$ cat src/rtl/riscv_ctrl_pkg.sv
// Shared constants for the multicycle controller.
//   - State codes presented on multicycle_ctrl.state
//   - Opcodes the controller accepts (instruction[6:0])
//   - TIMEOUT: the memory wait-count limit
package riscv_ctrl_pkg;

   localparam logic [2:0] StIdle   = 3'd0;
   localparam logic [2:0] StFetch  = 3'd1;
   localparam logic [2:0] StDecode = 3'd2;
   localparam logic [2:0] StExec   = 3'd3;
   localparam logic [2:0] StMem    = 3'd4;
   localparam logic [2:0] StWb     = 3'd5;
   localparam logic [2:0] StError  = 3'd6;

   localparam logic [6:0] OpRtype  = 7'b0110011;
   localparam logic [6:0] OpItype  = 7'b0010011;
   localparam logic [6:0] OpLoad   = 7'b0000011;
   localparam logic [6:0] OpStore  = 7'b0100011;
   localparam logic [6:0] OpBranch = 7'b1100011;

   localparam logic [3:0] TIMEOUT = 4'd15;

   function automatic logic opcode_legal(input logic [6:0] op);
      return (op == OpRtype) || (op == OpItype) || (op == OpLoad) ||
             (op == OpStore) || (op == OpBranch);
   endfunction

endpackage

$ cat src/rtl/mem_wait_timer.sv
// Memory wait counter. Counts cycles a request goes unanswered and flags
// when the count has reached TIMEOUT; it holds there until cleared.
// Ports:
//   clk, rst  : clock, asynchronous active-high reset
//   clear     : zero the count (takes priority over count)
//   count     : add one this cycle (saturates at TIMEOUT)
//   expired   : count == TIMEOUT
module mem_wait_timer
   import riscv_ctrl_pkg::*;
(
   input  logic clk,
   input  logic rst,
   input  logic clear,
   input  logic count,
   output logic expired
);

   logic [3:0] cnt_q;

   assign expired = (cnt_q == TIMEOUT);

   always_ff @(posedge clk or posedge rst) begin
      if (rst) begin
         cnt_q <= 4'd0;
      end else if (clear) begin
         cnt_q <= 4'd0;
      end else if (count && !expired) begin
         cnt_q <= cnt_q + 4'd1;
      end
   end

endmodule

$ cat src/rtl/multicycle_ctrl.sv
// Multicycle RISC-V style control FSM: IDLE -> FETCH -> DECODE -> EXEC ->
// (MEM) -> (WB) -> retire. Strobes are decoded from the registered state
// plus same-cycle inputs; state, wait count, err and instret are registered.
// Ports:
//   clk, rst       : clock, asynchronous active-high reset
//   en             : run enable, sampled in IDLE and at retire
//   opcode         : instruction[6:0] from the instruction register
//   branch_taken   : ALU compare result (used in EXEC)
//   mem_ready      : memory completion strobe (used in FETCH/MEM only)
//   mem_req/sel/we : memory request, 0=fetch/1=data, store write
//   ir_load        : latch instruction register
//   pc_write/src   : PC update, 0=PC+4/1=branch target
//   reg_write      : register-file write enable
//   state          : current state code
//   err            : sticky fault
//   instret        : retired-instruction count
module multicycle_ctrl
   import riscv_ctrl_pkg::*;
(
   input  logic        clk,
   input  logic        rst,
   input  logic        en,
   input  logic [6:0]  opcode,
   input  logic        branch_taken,
   input  logic        mem_ready,
   output logic        mem_req,
   output logic        mem_sel,
   output logic        mem_we,
   output logic        ir_load,
   output logic        pc_write,
   output logic        pc_src,
   output logic        reg_write,
   output logic [2:0]  state,
   output logic        err,
   output logic [31:0] instret
);

   logic [2:0]  state_q, state_d;
   logic        err_q;
   logic [31:0] instret_q;
   logic        retire;
   logic        in_access;
   logic        timer_clear;
   logic        timer_count;
   logic        timer_expired;

   assign in_access   = (state_q == StFetch) || (state_q == StMem);
   // Any state change restarts the count, so every entry to FETCH/MEM starts at 0.
   assign timer_clear = !in_access || (state_d != state_q);
   assign timer_count = in_access && !mem_ready;

   mem_wait_timer u_wait_timer (
      .clk     (clk),
      .rst     (rst),
      .clear   (timer_clear),
      .count   (timer_count),
      .expired (timer_expired)
   );

   always_comb begin
      state_d   = state_q;
      mem_req   = 1'b0;
      mem_sel   = 1'b0;
      mem_we    = 1'b0;
      ir_load   = 1'b0;
      pc_write  = 1'b0;
      pc_src    = 1'b0;
      reg_write = 1'b0;
      retire    = 1'b0;

      case (state_q)
         StIdle: begin
            if (en) state_d = StFetch;
         end
         StFetch: begin
            // Once expired no request is issued, but a late ready still completes.
            mem_req = !timer_expired;
            if (mem_ready) begin
               ir_load  = 1'b1;
               pc_write = 1'b1;
               state_d  = StDecode;
            end else if (timer_expired) begin
               state_d = StError;
            end
         end
         StDecode: begin
            state_d = opcode_legal(opcode) ? StExec : StError;
         end
         StExec: begin
            if (opcode == OpBranch) begin
               pc_write = branch_taken;
               pc_src   = 1'b1;
               retire   = 1'b1;
            end else if ((opcode == OpLoad) || (opcode == OpStore)) begin
               state_d = StMem;
            end else begin
               state_d = StWb;
            end
         end
         StMem: begin
            mem_sel = 1'b1;
            mem_req = !timer_expired;
            mem_we  = (opcode == OpStore) && !timer_expired;
            if (mem_ready) begin
               if (opcode == OpStore) retire = 1'b1;
               else                   state_d = StWb;
            end else if (timer_expired) begin
               state_d = StError;
            end
         end
         StWb: begin
            reg_write = 1'b1;
            retire    = 1'b1;
         end
         StError: begin
            state_d = StError;
         end
         default: begin
            state_d = StError;
         end
      endcase

      if (retire) state_d = en ? StFetch : StIdle;

      // Strobes must be quiet for the whole time reset is high.
      if (rst) begin
         mem_req   = 1'b0;
         mem_sel   = 1'b0;
         mem_we    = 1'b0;
         ir_load   = 1'b0;
         pc_write  = 1'b0;
         pc_src    = 1'b0;
         reg_write = 1'b0;
      end
   end

   always_ff @(posedge clk or posedge rst) begin
      if (rst) begin
         state_q   <= StIdle;
         err_q     <= 1'b0;
         instret_q <= 32'd0;
      end else begin
         state_q <= state_d;
         err_q   <= err_q || (state_d == StError);
         if (retire) instret_q <= instret_q + 32'd1;
      end
   end

   assign state   = state_q;
   assign err     = err_q;
   assign instret = instret_q;

endmodule

$ cat config.mk
export PLATFORM = sky130hd
export DESIGN_NAME = multicycle_ctrl
export DESIGN_NICKNAME = d
export VERILOG_FILES = /design/src/rtl/riscv_ctrl_pkg.sv /design/src/rtl/mem_wait_timer.sv /design/src/rtl/multicycle_ctrl.sv
export SDC_FILE = /design/constraint.sdc
export NUM_CORES = 1
export LEC_CHECK = 0
export ABC_AREA = 1
export BUFFER_PORTS_ARGS = -buffer_cell sky130_fd_sc_hd__buf_2
export CORE_UTILIZATION = 60
export DETAILED_ROUTE_END_ITERATION = 8
export PLACE_DENSITY = 0.94
export SLEW_MARGIN = 20
export SYNTH_ARGS = -nofsm -noshare
export SYNTH_HDL_FRONTEND = slang
export SYNTH_SLANG_ARGS = --single-unit
$ cat constraint.sdc
create_clock -name clk -period 2.6 [get_ports clk]
set_input_delay 0 -clock clk [delete_from_list [all_inputs] [get_ports clk]]
set_output_delay 0 -clock clk [all_outputs]
set_load 0.05 [all_outputs]
==> reports/qor.yml <==
status: "completed"
utilization_pct: 71.6
drive_above_1_share_pct: 16.3
worstHoldEndpoint: "u_wait_timer.cnt_q[1]"
hp-start: "mem_ready"
netlist_top_cells_count: "180 x nand2_1, 68 x nor2_1, 40 x dfrtp_1, 33 x inv_1, 22 x nand3_1"
finalSetupViolations: 0
wire_per_inst_um: 12.6
skew_ns: 0.00510
netlist.area_leader.share_pct: 36.9
drt_iter0_markers: 203
htreeDepth: 2
nets: 492
finalSetupTns_ns: 0
critPathMaxFanout: 6
holdPathStages: 4
post_cts_buffers: 0
slew_violations: 0
p_switching_mw: 1.13
yosysUniqueCellTypes: 23
num_io_pins: 55
p_leak_nw: 1.58
die_h_um: 69.3
p_int_mw: 1.18
tightestPinTransition_ns: 0.613
grt_pass1_wl_mm: 11.4
power_density_nw_per_um2: 742
regToRegStartpoint: "state[0]"
first_pass_iters: 4
arrival_ns: 1.69
worst_r2r_path_depth: 6
power_mw: 2.31
comb_power_share_pct: 45.3
cts_tree: "built"
required_ns: 2.60
rr_endpoint: "instret[16]"
start_util_pct: 62.3
syn_inst: 420
crit_path_start_kind: "register"
root_buffer: "clkbuf_8"
rsz0062_at_grt: "no"
ys_async_sr_fraction_pct: 100
cts_sinks: 40
synth_nets: 434
ys_seq_area_share_pct: 36.9
core_um2: 4350
synth.ff_latch_count: 40
yosysMostFrequentCell: "nand2_1"
die_area_um2: 4800
period_share_pct: 65.0
min_period_ns: 1.69
ir_drop_mv: 0.886
viasPerCell: 5.27
maxCapViolations: 0
track_usage_pct: 29.4
min_path_type: "in -> reg"
criticalPathCategory: "reg -> out"
grt_max_degree: 41
clk_path_buf_depth: 2
overflow: 0
seqPwrFrac_pct: 36.4
rows: 24
grt_antenna_before_repair: 0
yosys_warnings: 0
finalHoldViolCount: 0
cts_buffers: 5
syn_avg_cell_area_um2: 6.46
place.gp.congestion: 0.985
routed_wirelength_mm: 6.70
grt_pass1_vias: 2678
postRouteAntennaNets: 0
r2r_setup_slack_ns: 0.92
die_w_um: 69.3
timing.slew.headroom_pct: 59.0
fmax_mhz: 592
num_antenna_cells: 0
critPathCaptureType: "output port"
dp_hpwl_mm: 5.15
drc_errors: 0
num_vias: 2800
clk_pin_slew_ns: 0.07
clk_latency_ns: 0.29
netlist_area_um2: 2710
p_sw_share_pct: 48.8
synthFlopType: "dfrtp_1"
portBuffers: 54
clkPwrFrac_pct: 18.3
area_growth_pct: 14.8
synth_area_leader_cell: "dfrtp_1"
synth_edf_count: 0
synthTopCellsByArea: "dfrtp_1 37%, nand2_1 25%, nor2_1 9.4%"
==> routing by layer <==
layer  vias to the layer above  share of wire (%)  track usage [%]
li1                       1415                  -                -
met1                      1284                 43             35.4
met2                        86                 51             52.2
met3                        15                5.6             6.25
met4                         0                1.3             9.52
met5                         -                  0                0
==> registers in the layout, summed over array words and instances (netlist names) <==
name and flops:
err 1, u_wait_timer.cnt_q 4, state 3, instret 32
==> power groups by stage <==
stage	Clock, mW	Sequential (mW)	Combinational [mW]
after floorplan	0	1.09	0.612
after global placement	0	0.843	1.02
after detailed placement	0	0.850	1.04
after CTS	0.434	0.838	1.05
after global routing	0.458	0.857	1.14
final	0.424	0.842	1.05
==> placed cells by master, fill, tap and decap left out, drive strengths merged, types with 6 or more instances in the layout <==
cell type,count
nand2,184
nor2,77
buf,55
dfrtp,40
inv,36
nand3,23
o21ai,19
nand3b,11
xor2,8
clkbuf,8
xnor2,6
==> what timing repair did <==
action / 4_1_cts / 5_1_grt
endpoints found under the hold margin: 41 / 0
hold buffers: 2 / 0
gates resized for setup: 0 / 0
==> through the flow <==
step	cells	hold slack, ns	setup WS [ns]	cell area (µm²)
global route	531	0.194	0.744	3120
global placement	521	0.208	0.998	3010
detailed placement	521	0.218	0.922	3010
floorplan	420	0.117	0.112	2710
finish	531	0.156	0.911	3120
CTS	531	0.152	0.901	3120
==> how the worst max path moves through the flow <==
| stage | from | end |
|---|---|---|
| after floorplan | state[2] | mem_we |
| after global placement | state[0] | instret[16] |
| after detailed placement | state[0] | instret[16] |
| after CTS | state[2] | pc_write |
| after global routing | instret[0] | instret[26] |
| final | state[2] | pc_write |
==> cell type report <==
type,count,area [µm²]
multi-input cells,338,1530
clock buffers,8,90.1
well taps,52,65.1
repair buffers,57,298
inverters,36,135
fillers,361,1240
flip-flops and latches,40,1000
==> cells by family (layout without fill, tap and decap cells) <==
kind of cell / count (synthesis) / in the layout / share of synthesized area, %
flip-flops: 40 / 40 / 36.9
XOR/XNOR: 14 / 14 / 4.52
AO/OA/AOI/OAI: 25 / 25 / 4.70
adder cells (fa/ha/maj): 2 / 2 / 0.922
buffers and inverters: 42 / 101 / 6.82
AND/OR/NAND/NOR: 297 / 297 / 46.2
==> worst max-delay path, stage by stage (launching register included) <==
cell     delay (ns)
dfrtp_1        0.47
inv_1          0.15
nand3_1        0.15
inv_1          0.12
nand2_1        0.07
a21oi_1        0.15
buf_2          0.29
Note: power is estimated with default switching activity, not from simulation.
